$ cat src/rtl/axil_reg_bank.sv
// AXI4-Lite register bank: version word, RW control regs, RO status words.
// Optional define AXIL_WR_PULSE_EN adds a per-register write strobe output.
module axil_reg_bank #(
    parameter int                   ADDR_W   = 12,
    parameter int                   NUM_RW   = 8,
    parameter int                   NUM_RO   = 4,
    parameter logic [31:0]          VERSION  = 32'h2022_1024,
    parameter logic [NUM_RW*32-1:0] CTRL_RST = '0
) (
    input  logic                   sys_clk,
    input  logic                   pl_rst_n,
    input  logic [ADDR_W-1:0]      s_axil_awaddr,
    input  logic [2:0]             s_axil_awprot,
    input  logic                   s_axil_awvalid,
    output logic                   s_axil_awready,
    input  logic [31:0]            s_axil_wdata,
    input  logic [3:0]             s_axil_wstrb,
    input  logic                   s_axil_wvalid,
    output logic                   s_axil_wready,
    output logic [1:0]             s_axil_bresp,
    output logic                   s_axil_bvalid,
    input  logic                   s_axil_bready,
    input  logic [ADDR_W-1:0]      s_axil_araddr,
    input  logic [2:0]             s_axil_arprot,
    input  logic                   s_axil_arvalid,
    output logic                   s_axil_arready,
    output logic [31:0]            s_axil_rdata,
    output logic [1:0]             s_axil_rresp,
    output logic                   s_axil_rvalid,
    input  logic                   s_axil_rready,
    output logic [NUM_RW*32-1:0]   ctrl_o,
`ifdef AXIL_WR_PULSE_EN
    output logic [NUM_RW-1:0]      ctrl_wr_pulse_o,
`endif
    input  logic [NUM_RO*32-1:0]   status_i
);

    localparam int IW = ADDR_W - 2;
    localparam logic [1:0] OKAY   = 2'b00;
    localparam logic [1:0] SLVERR = 2'b10;

    typedef enum logic [1:0] {T_VER, T_RW, T_RO, T_NONE} tgt_e;

    function automatic tgt_e classify(input logic [IW-1:0] idx);
        if (idx == '0) return T_VER;
        if (idx <= IW'(NUM_RW)) return T_RW;
        if (idx <= IW'(NUM_RW + NUM_RO)) return T_RO;
        return T_NONE;
    endfunction

    logic              run_q;
    logic              aw_held;
    logic              w_held;
    logic [IW-1:0]     aw_idx_q;
    logic [31:0]       w_data_q;
    logic [3:0]        w_strb_q;
    logic [31:0]       ctrl_q [NUM_RW];

    logic [IW-1:0]     ar_idx;
    tgt_e              rd_tgt;
    tgt_e              wr_tgt;
    logic [31:0]       rd_data;
    logic [1:0]        rd_resp;
    logic              commit;
    logic              unused_bits;

    assign unused_bits = ^{s_axil_awprot, s_axil_arprot,
                           s_axil_awaddr[1:0], s_axil_araddr[1:0]};

    // Readies are gated by run_q so they rise on the first edge after reset.
    assign s_axil_awready = run_q & ~aw_held & ~s_axil_bvalid;
    assign s_axil_wready  = run_q & ~w_held & ~s_axil_bvalid;
    assign s_axil_arready = run_q & ~s_axil_rvalid;

    assign commit = aw_held & w_held;
    assign wr_tgt = classify(aw_idx_q);
    assign ar_idx = s_axil_araddr[ADDR_W-1:2];
    assign rd_tgt = classify(ar_idx);

    for (genvar g = 0; g < NUM_RW; g++) begin : g_ctrl
        assign ctrl_o[32*g +: 32] = ctrl_q[g];
    end

    always_comb begin
        rd_data = '0;
        rd_resp = OKAY;
        unique case (rd_tgt)
            T_VER: rd_data = VERSION;
            T_RW: begin
                for (int k = 0; k < NUM_RW; k++)
                    if (ar_idx == IW'(k + 1)) rd_data = ctrl_q[k];
            end
            T_RO: begin
                for (int k = 0; k < NUM_RO; k++)
                    if (ar_idx == IW'(NUM_RW + 1 + k))
                        rd_data = status_i[32*k +: 32];
            end
            default: rd_resp = SLVERR;
        endcase
    end

    always_ff @(posedge sys_clk or negedge pl_rst_n) begin
        if (!pl_rst_n) begin
            run_q         <= 1'b0;
            aw_held       <= 1'b0;
            w_held        <= 1'b0;
            aw_idx_q      <= '0;
            w_data_q      <= '0;
            w_strb_q      <= '0;
            s_axil_bvalid <= 1'b0;
            s_axil_bresp  <= OKAY;
            s_axil_rvalid <= 1'b0;
            s_axil_rresp  <= OKAY;
            s_axil_rdata  <= '0;
            for (int k = 0; k < NUM_RW; k++)
                ctrl_q[k] <= CTRL_RST[32*k +: 32];
        end else begin
            run_q <= 1'b1;
            if (s_axil_awvalid && s_axil_awready) begin
                aw_held  <= 1'b1;
                aw_idx_q <= s_axil_awaddr[ADDR_W-1:2];
            end
            if (s_axil_wvalid && s_axil_wready) begin
                w_held   <= 1'b1;
                w_data_q <= s_axil_wdata;
                w_strb_q <= s_axil_wstrb;
            end
            if (commit) begin
                aw_held       <= 1'b0;
                w_held        <= 1'b0;
                s_axil_bvalid <= 1'b1;
                s_axil_bresp  <= (wr_tgt == T_RW) ? OKAY : SLVERR;
                for (int k = 0; k < NUM_RW; k++) begin
                    if (wr_tgt == T_RW && aw_idx_q == IW'(k + 1)) begin
                        for (int b = 0; b < 4; b++)
                            if (w_strb_q[b])
                                ctrl_q[k][8*b +: 8] <= w_data_q[8*b +: 8];
                    end
                end
            end else if (s_axil_bvalid && s_axil_bready) begin
                s_axil_bvalid <= 1'b0;
            end
            // Capture uses pre-commit register state, so a racing read sees old data.
            if (s_axil_arvalid && s_axil_arready) begin
                s_axil_rvalid <= 1'b1;
                s_axil_rdata  <= rd_data;
                s_axil_rresp  <= rd_resp;
            end else if (s_axil_rvalid && s_axil_rready) begin
                s_axil_rvalid <= 1'b0;
            end
        end
    end

`ifdef AXIL_WR_PULSE_EN
    always_ff @(posedge sys_clk or negedge pl_rst_n) begin
        if (!pl_rst_n) begin
            ctrl_wr_pulse_o <= '0;
        end else begin
            ctrl_wr_pulse_o <= '0;
            if (commit && wr_tgt == T_RW) begin
                for (int k = 0; k < NUM_RW; k++)
                    if (aw_idx_q == IW'(k + 1)) ctrl_wr_pulse_o[k] <= 1'b1;
            end
        end
    end
`endif

endmodule

$ cat config.mk
export PLATFORM = sky130hd
export DESIGN_NAME = axil_reg_bank
export DESIGN_NICKNAME = d
export VERILOG_FILES = /design/src/rtl/axil_reg_bank.sv
export SDC_FILE = /design/constraint.sdc
export NUM_CORES = 1
export LEC_CHECK = 0
export CAP_MARGIN = 25
export CORE_MARGIN = 2
export CORE_UTILIZATION = 49
export DETAILED_ROUTE_END_ITERATION = 10
export MAX_ROUTING_LAYER = met4
export PLACE_DENSITY = 0.8
export SLEW_MARGIN = 20
export SYNTH_ARGS = -nofsm -noshare
export SYNTH_HDL_FRONTEND = slang
export SYNTH_SLANG_ARGS = --single-unit
$ cat constraint.sdc
create_clock -name sys_clk -period 2.3 [get_ports sys_clk]
set_input_delay 0.23 -clock sys_clk [delete_from_list [all_inputs] [get_ports sys_clk]]
set_output_delay 0.23 -clock sys_clk [all_outputs]
set_load 0.03 [all_outputs]
Word-level counts from Yosys, hierarchy flattened. Cells that the tools add are included.

Register bits: 343. Input bits: 201. Output and inout port bits: 297. Logic and storage cells: 180.

Order comparisons: 4. Equal/unequal tests: 23. Mux-type cells: 47. Bitwise logic cells: 10. Reductions and logical operators: 53.

Operator list (number): $mux 32 (12); $pmux 32 s3 (1); $reduce_and 3->1 (32); $eq 10x3->1 const B (8); $eq 10x4->1 const B (6); $eq 10x2->1 const B (4); $le 10x4->1 const B (4); $mux 2 (14); $eq 10x1->1 const B (2); $logic_not 10->1 (2); $mux 1 (20); $logic_and 1x1->1 (13); $reduce_bool 2->1 (4); $and 1x1->1 (6); $eq 2x1->1 const B (2); $not 1->1 (4); $reduce_or 3->1 (1); $eq 2x2->1 const B (1); $logic_not 2->1 (1).

Longest topological paths before layout. Gate-level depths: netlist of the first run.

Depth in word-level cells: 11. Mapped depth: 8. Gate-level depth less buffers: 5.

Worst setup path before layout of the first run. No wires, ideal clock.

Kind: reg-to-reg. From: register s_axil_bvalid. To: register w_data_q[10]. Setup time: 0.125 ns. Arrival time: 2.216 ns. Data required time: 2.175 ns. Setup slack: -0.040 ns. Cell stages (with the launch flop): 7. Buffers on the path: 2. Clock period less this slack: 2.340 ns. Path through: dfrtp_1 > nand2b_1 > nor2_1 > and2_1 > clkbuf_1 > buf_2 > mux2_2.

Longest elaborated chain between the ends: 3.

Ends and longest elaborated chain: from (decl) (line 21) `output logic s_axil_bvalid,`; from (signal assigned) (line 110) `s_axil_bvalid <= 1'b0;`; from (signal assigned) (line 131) `s_axil_bvalid <= 1'b1;`; from (signal assigned) (line 141) `s_axil_bvalid <= 1'b0;`; $not 1->1 (line 72) `assign s_axil_wready = run_q & ~w_held & ~s_axil_bvalid;`; $and 1x1->1 (line 72); via s_axil_wready (line 19) `output logic s_axil_wready,`; $logic_and 1x1->1 (line 123) `if (s_axil_wvalid && s_axil_wready) begin`; to (signal assigned) (line 125) `w_data_q <= s_axil_wdata;`; to (decl) (line 55) `logic [31:0] w_data_q;`.

The timed path passes the listed nets, and every way through them passes these cells. A chain may end at the register's enable or synchronous reset.

Final worst setup path of the first run.
From: register aw_idx_q[5]. To: register ctrl_q, in the netlist ctrl_o[161].

Longest elaborated chain between the ends: 10. Elaborated cells on any way between the ends: 18. Those cells by class: 2 x order compare; 2 x eq/ne; 11 x mux; 3 x reduce/logical.

Ends and longest elaborated chain: from (decl) (line 54) `logic [IW-1:0] aw_idx_q;`; from (signal assigned) (line 121) `aw_idx_q <= s_axil_awaddr[ADDR_W-1:2];`; $le 10x4->1 (line 47) `if (idx <= IW'(NUM_RW + NUM_RO)) return T_RO;`; $mux 1 (2 in a row) (line 47); $mux 1 (line 46) `if (idx <= IW'(NUM_RW)) return T_RW;`; $mux 2 (line 48) `return T_NONE;`; $mux 2 (line 47); $mux 2 (line 46); $eq 2x1->1 (line 134) `if (wr_tgt == T_RW && aw_idx_q == IW'(k + 1)) begin`; $logic_and 1x1->1 * (line 134); $reduce_and 3->1 (no source line) *; to (signal, indexed assignment) (line 116) `ctrl_q[k] <= CTRL_RST[32*k +: 32];`; to (signal, indexed assignment) (line 137) `ctrl_q[k][8*b +: 8] <= w_data_q[8*b +: 8];`; to (decl) (line 57) `logic [31:0] ctrl_q [NUM_RW];`.

Mark *: on every way between the ends. The rest lies on a longest branch, timed or not. The select of a mux whose other input is x is not followed.

==> flow_summary_export.csv, run 1 <==
group,metric,value,unit
clocking,clk_pin_slew,0.06,ns
timing,relSlewSlack,35.3,%
clocking,numClockSinks,341,
critical_path,cp.arrival,2.64,ns
timing,maxSlewViolCount,0,
pwr,finalPower,17.2,mW
critical_path,path_buf_inv,1,
critical_path,cp-start-kind,"register",
routing,postRouteAntennaNets,0,
grt,grt_pass1_vias,14569,
yosys,synth_enable_flop_cells,0,
yosys,synth.distinct_cells,64,
yosys,yosysWarnings,0,
pwr,power.density,697,nW/um^2
place,routabilityCongestion,0.891,
critical_path,cpPeakStageDelay,0.55,ns
yosys,netlist_area,17400,um^2
clocking,worst_skew_pair.late_latency,0.53,ns
critical_path,cp_top_family,"simple AND/OR/NAND/NOR gates",
layout,nets,2048,
grt,grt_max_degree,94,
floorplan,io_pins,498,
routing,routedWlPerCell,27.2,um
run_status,status,"complete, no violations",
routing,dr.pass1.iters,7,
yosys,ys_ff_latch,341,
routing,wl,63700,um
yosys,netlist.area_leader.share,49.0,%
timing,hold_viol_final,0,
routing,post-route-drc-count,0,
layout,fin_util,69.7,%
yosys,async_flop_share,100,%
yosys,yosysSeqAreaShare,49.0,%
routing,drtIter0Drc,1049,
pwr,p_leak,11.1,nW
critical_path,crit_chain,"or4_4 > nor3_4 > and3_4 > buf_12 > nand2_8 > mux2_4",
floorplan,row_count,69,
pwr,peakVddDrop,0.000584,V
timing,setup_viol,0,
layout,fillerInstances,2417,
grt,grt_pass1_wl,93600,um
clocking,cts.root.buffer_cell,"clkbuf_16",
critical_path,critPathMaxFanout,8,
timing,max_freq,0.446,GHz
flow_run,max-cap-violations,0,
floorplan,initial_core_util,49.3,%
clocking,h-tree-depth,2,
floorplan,die_area,37000,um^2
yosys,synthFlopType,"dfrtp_1",
yosys,yosys-top-cells-area,"dfrtp_1 (49%), mux2_2 (16%), mux2_4 (7.3%)",
place,io_buffers,485,
timing,post-route-period-util,97.5,%
routing,via_per_inst,6.11,
timing,rsz0062_at_grt,"no",
place,hpwl,44900,um
critical_path,required,2.70,ns
floorplan,die_w,192,um
critical_path,crit_type,"reg -> reg",
yosys,syn_inst,1336,
yosys,synthTopCellsByCount,"dfrtp_1 (341), mux2_2 (254), o21ai_0 (88), mux2_4 (85), nand2_1 (66)",
clocking,cts_buffer_depth,3,
grt,grt.overflow.total,0,
timing,clock_skew,0.0216,ns
clocking,cts_buffers,38,
critical_path,crit_slowest_cell,"or4_4",
routing,dr_total_vias,14277,
grt,globalRouteTotalUtil,35.2,%
floorplan,core,35300,um^2
clocking,cts_tree,"done",
timing,worstMarginPinSlew,0.967,ns
floorplan,die_y,192,um
grt,antenna_found_initial,2,
layout,areaGrowthSynthToFinish,41.4,%
worst_hold_path,hold_path.class,"in -> async",
critical_path,crit_path_end_kind,"register",
yosys,yosysTopAreaCell,"dfrtp_1",
timing,fin_crit,2.24,ns
yosys,yosysMostFrequentCell,"dfrtp_1",
yosys,synth.avg_cell_area,13.0,um^2
layout,drive_gt1_share,29.9,%
## worst reg2reg max path, stage by stage (launching register included)
cell     delay [ns]
dfrtp_1        0.38
or4_4          0.55
nor3_4         0.24
and3_4         0.25
buf_12         0.20
nand2_8        0.15
mux2_4         0.34
## cell usage in the layout (no fill, tap or decap), types with 16 or more instances in the layout
cell | Yosys | routed
mux4_2 | 23 | 23
mux2i_1 | 33 | 33
a21oi_1 | 20 | 20
mux2_4 | 85 | 85
dfrtp_1 | 341 | 341
inv_1 | 24 | 24
nand2_4 | 16 | 16
nand2_8 | 16 | 16
o21ai_0 | 88 | 88
nand3_1 | 23 | 23
mux2_2 | 254 | 254
nand2_1 | 66 | 65
clkbuf_16 | 0 | 41
clkdlybuf4s50_1 | 0 | 481
a31oi_1 | 38 | 38
a22oi_1 | 42 | 42
and2_1 | 21 | 21
buf_12 | 2 | 18
buf_4 | 5 | 52
## cell type report
cell class / instances / area, um^2 / share of cell area [%]
Antenna cell: 2 / 5.00 / 0.0203
Clock buffer: 52 / 1130 / 4.58
Multi-Input combinational cell: 886 / 8400 / 34.1
Tap cell: 461 / 577 / 2.34
Sequential cell: 341 / 8530 / 34.7
Clock inverter: 16 / 264 / 1.07
Inverter: 25 / 93.8 / 0.381
Timing Repair Buffer: 555 / 5610 / 22.8
## routing by layer
| metal | wire length [um] | up-vias | GRT usage, % |
|---|---|---|---|
| li1 | - | 5999 | - |
| met1 | 25000 | 7290 | 44.7 |
| met2 | 30900 | 833 | 56.2 |
| met3 | 5260 | 155 | 6.40 |
| met4 | 2530 | 0 | 13.9 |
| met5 | 0 | - | - |
## power by group
part	switching, mW	internal (mW)	total, mW
logic	1.44	1.39	2.83
clock network	2.51	4.22	6.73
registers	1.07	6.52	7.59
## flip-flops by register name, indices dropped and copies added, names as in the netlist
signal / count
run_q: 1
s_axil_bvalid: 1
aw_held: 1
w_strb_q: 4
s_axil_bresp: 1
ctrl_o: 256
s_axil_rresp: 1
s_axil_rdata: 32
s_axil_rvalid: 1
aw_idx_q: 10
w_held: 1
w_data_q: 32
## final timing paths
path,from,endpoint,slack [ns],cells after the start
max in group asynchronous,pl_rst_n,ctrl_o[170],1.15,3
setup reg to reg,aw_idx_q[5],ctrl_o[161],0.06,6
hold reg to reg,aw_held,w_held,0.51,1
min in group sys_clk,s_axil_rready,s_axil_rvalid,0.28,2
setup / recovery,aw_idx_q[5],ctrl_o[161],0.06,6
hold / removal,pl_rst_n,w_data_q[30],0.22,2
## stage by stage
step           setup TNS, ns  instance area, um^2  std cells  worst slack, ns  hold slack [ns]
2_1_floorplan              0                17400       1337            0.117          -0.0656
3_5_place_dp          -0.635                23200       2266          -0.0783            0.198
3_3_place_gp          -0.178                23200       2266          -0.0204            0.192
5_1_grt                    0                24600       2338         0.000279            0.260
4_1_cts                    0                24600       2335           0.0480            0.244
6_report                   0                24600       2338           0.0576            0.224
## cell families (layout without fill, tap and decap cells)
kind of cell / count (synthesis) / in the layout / synth area share [%]
compound gates: 262 / 262 / 9.86
xor+xnor: 2 / 2 / 0.101
flops: 341 / 341 / 49.0
simple gates: 220 / 220 / 9.09
mux: 399 / 399 / 28.9
other cells: 2 / 5 / 0.0431
buf+inv: 110 / 648 / 2.99
## repair_timing
item / 4_1_cts / 5_1_grt
hold buffers: 1 / 0
setup buffers: 0 / 1
endpoints found under the hold margin: 47 / 0
endpoints found under the setup margin: 0 / 21
resized for setup: 0 / 0
Note: power is estimated with default switching activity, not from simulation.
==> run 2: changes to the inputs <==
- CORE_ASPECT_RATIO: unset -> 0.8
==> flow_summary_export.csv, run 2 (synthesis results as in run 1) <==
group,metric,value,unit
floorplan,initial_core_util,49.9,%
clocking,h-tree-depth,2,
clocking,worst_skew_pair.late_latency,0.54,ns
clocking,cts.root.buffer_cell,"clkbuf_16",
critical_path,critPathMaxFanout,8,
routing,postRouteAntennaNets,0,
pwr,p_leak,11.1,nW
flow_run,max-cap-violations,0,
place,io_buffers,485,
place,dp_cells,2284,
routing,routedWlPerCell,27.8,um
timing,clock_skew,0.0227,ns
clocking,clk_pin_slew,0.06,ns
layout,final_cell_mix,"clkdlybuf4s50_1 (480), dfrtp_1 (341), mux2_2 (254), o21ai_0 (88), mux2_4 (85)",
layout,multi_input_area,8400,um^2
place,routabilityCongestion,0.916,
run_status,status,"complete, no violations",
floorplan,die_y,173,um
layout,layout.cells.non_filler,2371,
timing,setup_tns,0,ns
timing,rsz0062_at_grt,"yes",
timing,maxSlewViolCount,0,
timing,setup_viol,0,
floorplan,die_area,37100,um^2
timing,relSlewSlack,42.1,%
grt,globalRouteTotalUtil,36.2,%
critical_path,cp.arrival,2.67,ns
timing,hold_viol_final,0,
floorplan,io_pins,498,
pwr,power.density,678,nW/um^2
clocking,cts_tree,"done",
routing,post-route-drc-count,0,
routing,drtIter0Drc,1298,
critical_path,cp-start-kind,"register",
timing,max_freq,0.442,GHz
critical_path,crit_slowest_cell,"or4_4",
worst_hold_path,hold_path.class,"in -> reg",
layout,seq_area,8530,um^2
routing,dr_total_vias,14249,
grt,grt_pass1_wl,97000,um
floorplan,core,34900,um^2
clocking,cts_buffer_depth,3,
timing,fin_crit,2.26,ns
critical_path,cp_top_family,"simple AND/OR/NAND/NOR gates",
critical_path,crit_chain,"or4_4 > nor3_4 > and3_1 > buf_12 > nand2_4 > mux2_1",
grt,grt_pass1_vias,14645,
routing,wl,66000,um
layout,areaGrowthSynthToFinish,41.7,%
place,dp_slack,-0.0512,ns
critical_path,required,2.71,ns
grt,grt_max_degree,87,
critical_path,cpPeakStageDelay,0.55,ns
layout,fillerInstances,2468,
critical_path,crit_path_end_kind,"register",
routing,via_per_inst,6.01,
routing,dr.pass1.iters,5,
clocking,cts_buffers,37,
timing,post-route-period-util,98.3,%
grt,grt.overflow.total,0,
critical_path,crit_type,"reg -> reg",
pwr,peakVddDrop,0.000701,V
floorplan,die_w,215,um
timing,worstMarginPinSlew,0.865,ns
clocking,numClockSinks,341,
place,hpwl,48400,um
timing,worst_slack,0.0388,ns
grt,antenna_found_initial,15,
layout,largest_reg_flops,256,
layout,drive_gt1_share,30.1,%
layout,nets,2055,
layout,final_common_cell,"clkdlybuf4s50_1",
critical_path,path_buf_inv,1,
floorplan,row_count,61,
==> run 2: cell types whose count changed in the layout (fill, tap and decap cells not counted), moves of 2 or more <==
| cell | before | now |
|---|---|---|
| clkinv_2 | 6 | 8 |
| buf_4 | 52 | 55 |
| clkbuf_16 | 41 | 39 |
| bufinv_16 | 7 | 4 |
| buf_12 | 18 | 22 |
| diode_2 | 2 | 16 |
| clkbuf_1 | 5 | 7 |
==> run 2: power by group <==
part / total [mW] / leakage, nW / switching (mW) / internal [mW]
clock: 6.30 / 0.629 / 2.54 / 3.76
sequential: 7.56 / 4.65 / 1.04 / 6.52
combinational: 2.86 / 5.86 / 1.45 / 1.41
total: 16.7 / 11.1 / 5.03 / 11.7
==> run 2: what timing repair did <==
action                                  CTS  global route
pin swaps                                 0             1
hold buffers                              1             0
hold endpoints to repair                 45             0
resized for setup                         1             2
buffers inserted                          0             1
endpoints found under the setup margin    1            67
==> run 2: area by class of cell <==
type,instances,area share [%]
Clock buffer,52,4.40
Antenna cell,16,0.162
Multi-Input combinational cell,886,34.1
Tap cell,472,2.39
Clock inverter,16,0.781
Inverter,25,0.381
Timing Repair Buffer,563,23.2
Sequential cell,341,34.6
==> run 2: per-layer routing <==
metal,share of wire (%),vias to the layer above,global-route usage [%]
met4,3.3,0,13.1
li1,-,6032,-
met1,41,7323,46.8
met5,0,-,-
met2,47,772,55.9
met3,8.9,122,8.34
==> run 2: final timing paths <==
kind / slack, ns / endpoint / depth (start not counted) / start
min in group asynchronous: 0.27 / w_data_q[3] / 2 / pl_rst_n
min reg2reg: 0.50 / s_axil_bvalid / 1 / s_axil_bvalid
max: 0.04 / ctrl_o[169] / 6 / aw_idx_q[5]
max reg2reg: 0.04 / ctrl_o[169] / 6 / aw_idx_q[5]
min: 0.25 / s_axil_rvalid / 2 / s_axil_rready
max in group asynchronous: 1.16 / ctrl_o[28] / 3 / pl_rst_n
==> run 2: worst register-to-register path, cell delays in order (launching register included) <==
cell	delay [ns]
dfrtp_1	0.37
or4_4	0.56
nor3_4	0.22
and3_1	0.28
buf_12	0.18
nand2_4	0.18
mux2_1	0.36
==> run 2: stage by stage <==
stage	util, %	area, um^2	hold slack [ns]	power, mW
after CTS	70.5	24600	0.242	16.8
after global routing	70.7	24700	0.263	17.3
final	70.7	24700	0.251	16.7
after detailed placement	66.8	23300	0.203	10.5
after global placement	66.8	23300	0.200	10.4
after floorplan	-	17400	-0.0656	8.93
==> patch: new RTL, settings of run 2 <==
Build with the macro `AXIL_WR_PULSE_EN` defined.
--- a/src/rtl/axil_reg_bank.sv
+++ b/src/rtl/axil_reg_bank.sv
@@ -1,5 +1,7 @@
 // AXI4-Lite register bank: version word, RW control regs, RO status words.
 // Optional define AXIL_WR_PULSE_EN adds a per-register write strobe output.
+`define AXIL_WR_PULSE_EN
+
 module axil_reg_bank #(
     parameter int                   ADDR_W   = 12,
     parameter int                   NUM_RW   = 8,
Check against the original RTL (old outputs only; new: ctrl_wr_pulse_o): equivalent (equiv_simple and equiv_induct, registers matched by name and starting in step).
==> patch against run 2 <==
Synthesized area fell by 2.5%; count of clock-buffer cells in the layout did not move; wire length rose by 1.0%; sequential cell count rose by 8; sequential share of layout area rose by 1.2 points; final area fell by 1.1%; maximum frequency rose by 1.0%; cell count rose by 2.4%; sequential power rose by 2%; utilization rose by 1.3 points; setup slack improved by 0.023 ns; power rose by 2.3%; critical path type unchanged; highest routed layer unchanged.
==> patch: results (changes against run 2) <==
CP delay by family, top=simple AND/OR/NAND/NOR gates; Max IR drop VDD=653 µV (-6.9%); r2r startpoint=aw_idx_q[7]; htree depth=2 (unchanged); r2r endpoint=ctrl_o[102]; Setup WS pre-CTS=-0.0666 ns (-0.0154 ns); fill count=2318 (-6.1%); Via Count=14.7k (+3.3%); antenna violations before repair=10 (-5); Synth top area share=0.515 (+0.0244); R2R Setup Slk=0.06 ns (+0.02 ns); post-synthesis sequential area ratio=0.515 (+0.0244); Synth cell types=68 (+6.3%); synth top area cells=dfrtp_1 51%, mux2_2 22%, mux2i_1 3.4%, a21oi_1 2.4%, a22oi_1 2.4%; Port Buf Inserts=493 (+1.6%); max incr delay on CP=0.57 ns (+0.02 ns); pin count of the biggest net entering global routing=73 (-16%); switching share of power=0.293 (-0.00800); first-pass GRT wire length=97200 µm (+0.16%); Max Root-Sink Buffers=3 (unchanged); total global-route track usage=0.377 (+0.0152); area taken by multi-input logic gates=0.00784 mm² (-6.7%); detailed-placement wirelength estimate=48300 µm (about the same); Placed Instance Area=0.0230 mm² (-1.5%); clock root buffer=clkbuf_16; HP Class=input port to asynchronous set/reset pin; share of cells above drive strength 1=0.279 (-0.0226); Num CTS Buffers=37 (unchanged); Wirelength per Cell=27.4 µm (-1.3%); worst rel slew slack=0.467 (+0.0460); Most used DFF post-synth=dfrtp_1; arrival time worst endpoint=2.65 ns (-0.02 ns); number of flip-flops in the largest register=256 (unchanged); number of DRC markers in iteration 0=1303 (+0.39%); Routed WL=66600 µm (+1.0%); Placer Congestion=0.975 (+6.5%); Post-Synthesis Cells=1391 (+4.1%); Worst Reg-to-Reg Cells=5 (-1); status=finished, final reports clean; Worst Skew=0.0151 ns (-0.00767 ns); Inst Count DP=2349 (+2.8%); Synth top cells by count=349 x dfrtp_1, 331 x mux2_2, 81 x a21oi_1; Layout Nets=2127 (+3.5%); LEAKAGE=10.9 nW (-2.5%); TritonRoute pass-1 iters=5 (unchanged); FFs w/ async S/R, synth=1.00 (unchanged)
## patch: how the worst max path moves through the flow
stage	end	slack (ns)	startpoint
after floorplan	w_data_q[10]	0.01	s_axil_bvalid
after global placement	s_axil_rdata[29]	-0.04	s_axil_araddr[5]
after detailed placement	s_axil_rdata[12]	-0.07	s_axil_araddr[5]
after CTS	ctrl_o[218]	0.01	aw_idx_q[8]
after global routing	ctrl_o[88]	-0.005	aw_idx_q[8]
final	ctrl_o[102]	0.06	aw_idx_q[7]
## patch: cell type report
| cell class | instances | share of cell area |
|---|---|---|
| Tap cell | 465 | 0.0239 |
| Sequential cell | 349 | 0.358 |
| Antenna cell | 10 | 0.00103 |
| Timing Repair Buffer | 585 | 0.239 |
| Multi-Input combinational cell | 946 | 0.321 |
| Clock inverter | 14 | 0.0106 |
| Inverter | 7 | 0.00108 |
| Clock buffer | 52 | 0.0449 |
## patch: power by group through the flow
| stage | Combinational, mW | Clock [mW] | Sequential [mW] |
|---|---|---|---|
| after floorplan | 1.36 | 0 | 7.54 |
| after global placement | 2.63 | 0 | 7.68 |
| after detailed placement | 2.69 | 0 | 7.75 |
| after CTS | 2.71 | 6.72 | 7.64 |
| after global routing | 2.90 | 6.96 | 7.80 |
| final | 2.73 | 6.68 | 7.70 |
## patch: kinds of logic (layout without fill, tap and decap cells)
logic type | Yosys count | count (layout) | share of synthesized area
AO/OA/AOI/OAI | 338 | 338 | 0.127
XOR/XNOR | 2 | 2 | 0.00103
buffers and inverters | 97 | 658 | 0.0279
flip-flops | 349 | 349 | 0.515
multiplexers | 394 | 394 | 0.258
other | 2 | 13 | 0.000443
AND/OR/NAND/NOR | 209 | 209 | 0.0706
## patch: timing repair
| item | CTS | global route |
|---|---|---|
| pin swaps | 1 | 2 |
| hold endpoints to repair | 45 | 0 |
| hold buffers | 1 | 0 |
| gates resized for setup | 0 | 3 |
| endpoints found under the setup margin | 1 | 83 |
| setup buffers | 0 | 2 |
## patch: stage by stage
step	TNS [ns]	total power [mW]	hold WS (ns)
6_report	0	17.1	0.203
2_1_floorplan	0	8.90	-0.0656
5_1_grt	-0.00496	17.7	0.247
3_5_place_dp	-0.210	10.4	0.192
4_1_cts	0	17.1	0.231
3_3_place_gp	-0.0773	10.3	0.192
## patch: layer usage
layer	global-route usage	vias to the layer above	routed length, µm
li1	-	6272	-
met1	0.473	7509	26300
met2	0.577	775	30900
met3	0.0982	160	6530
met4	0.169	0	2930
met5	-	-	0
## patch: worst reg2reg max path: stages, from the launching register on
cell,delay [ns]
dfrtp_1,0.39
or4_4,0.57
nor2_4,0.15
and3_2,0.40
nand3_4,0.25
mux2_2,0.35
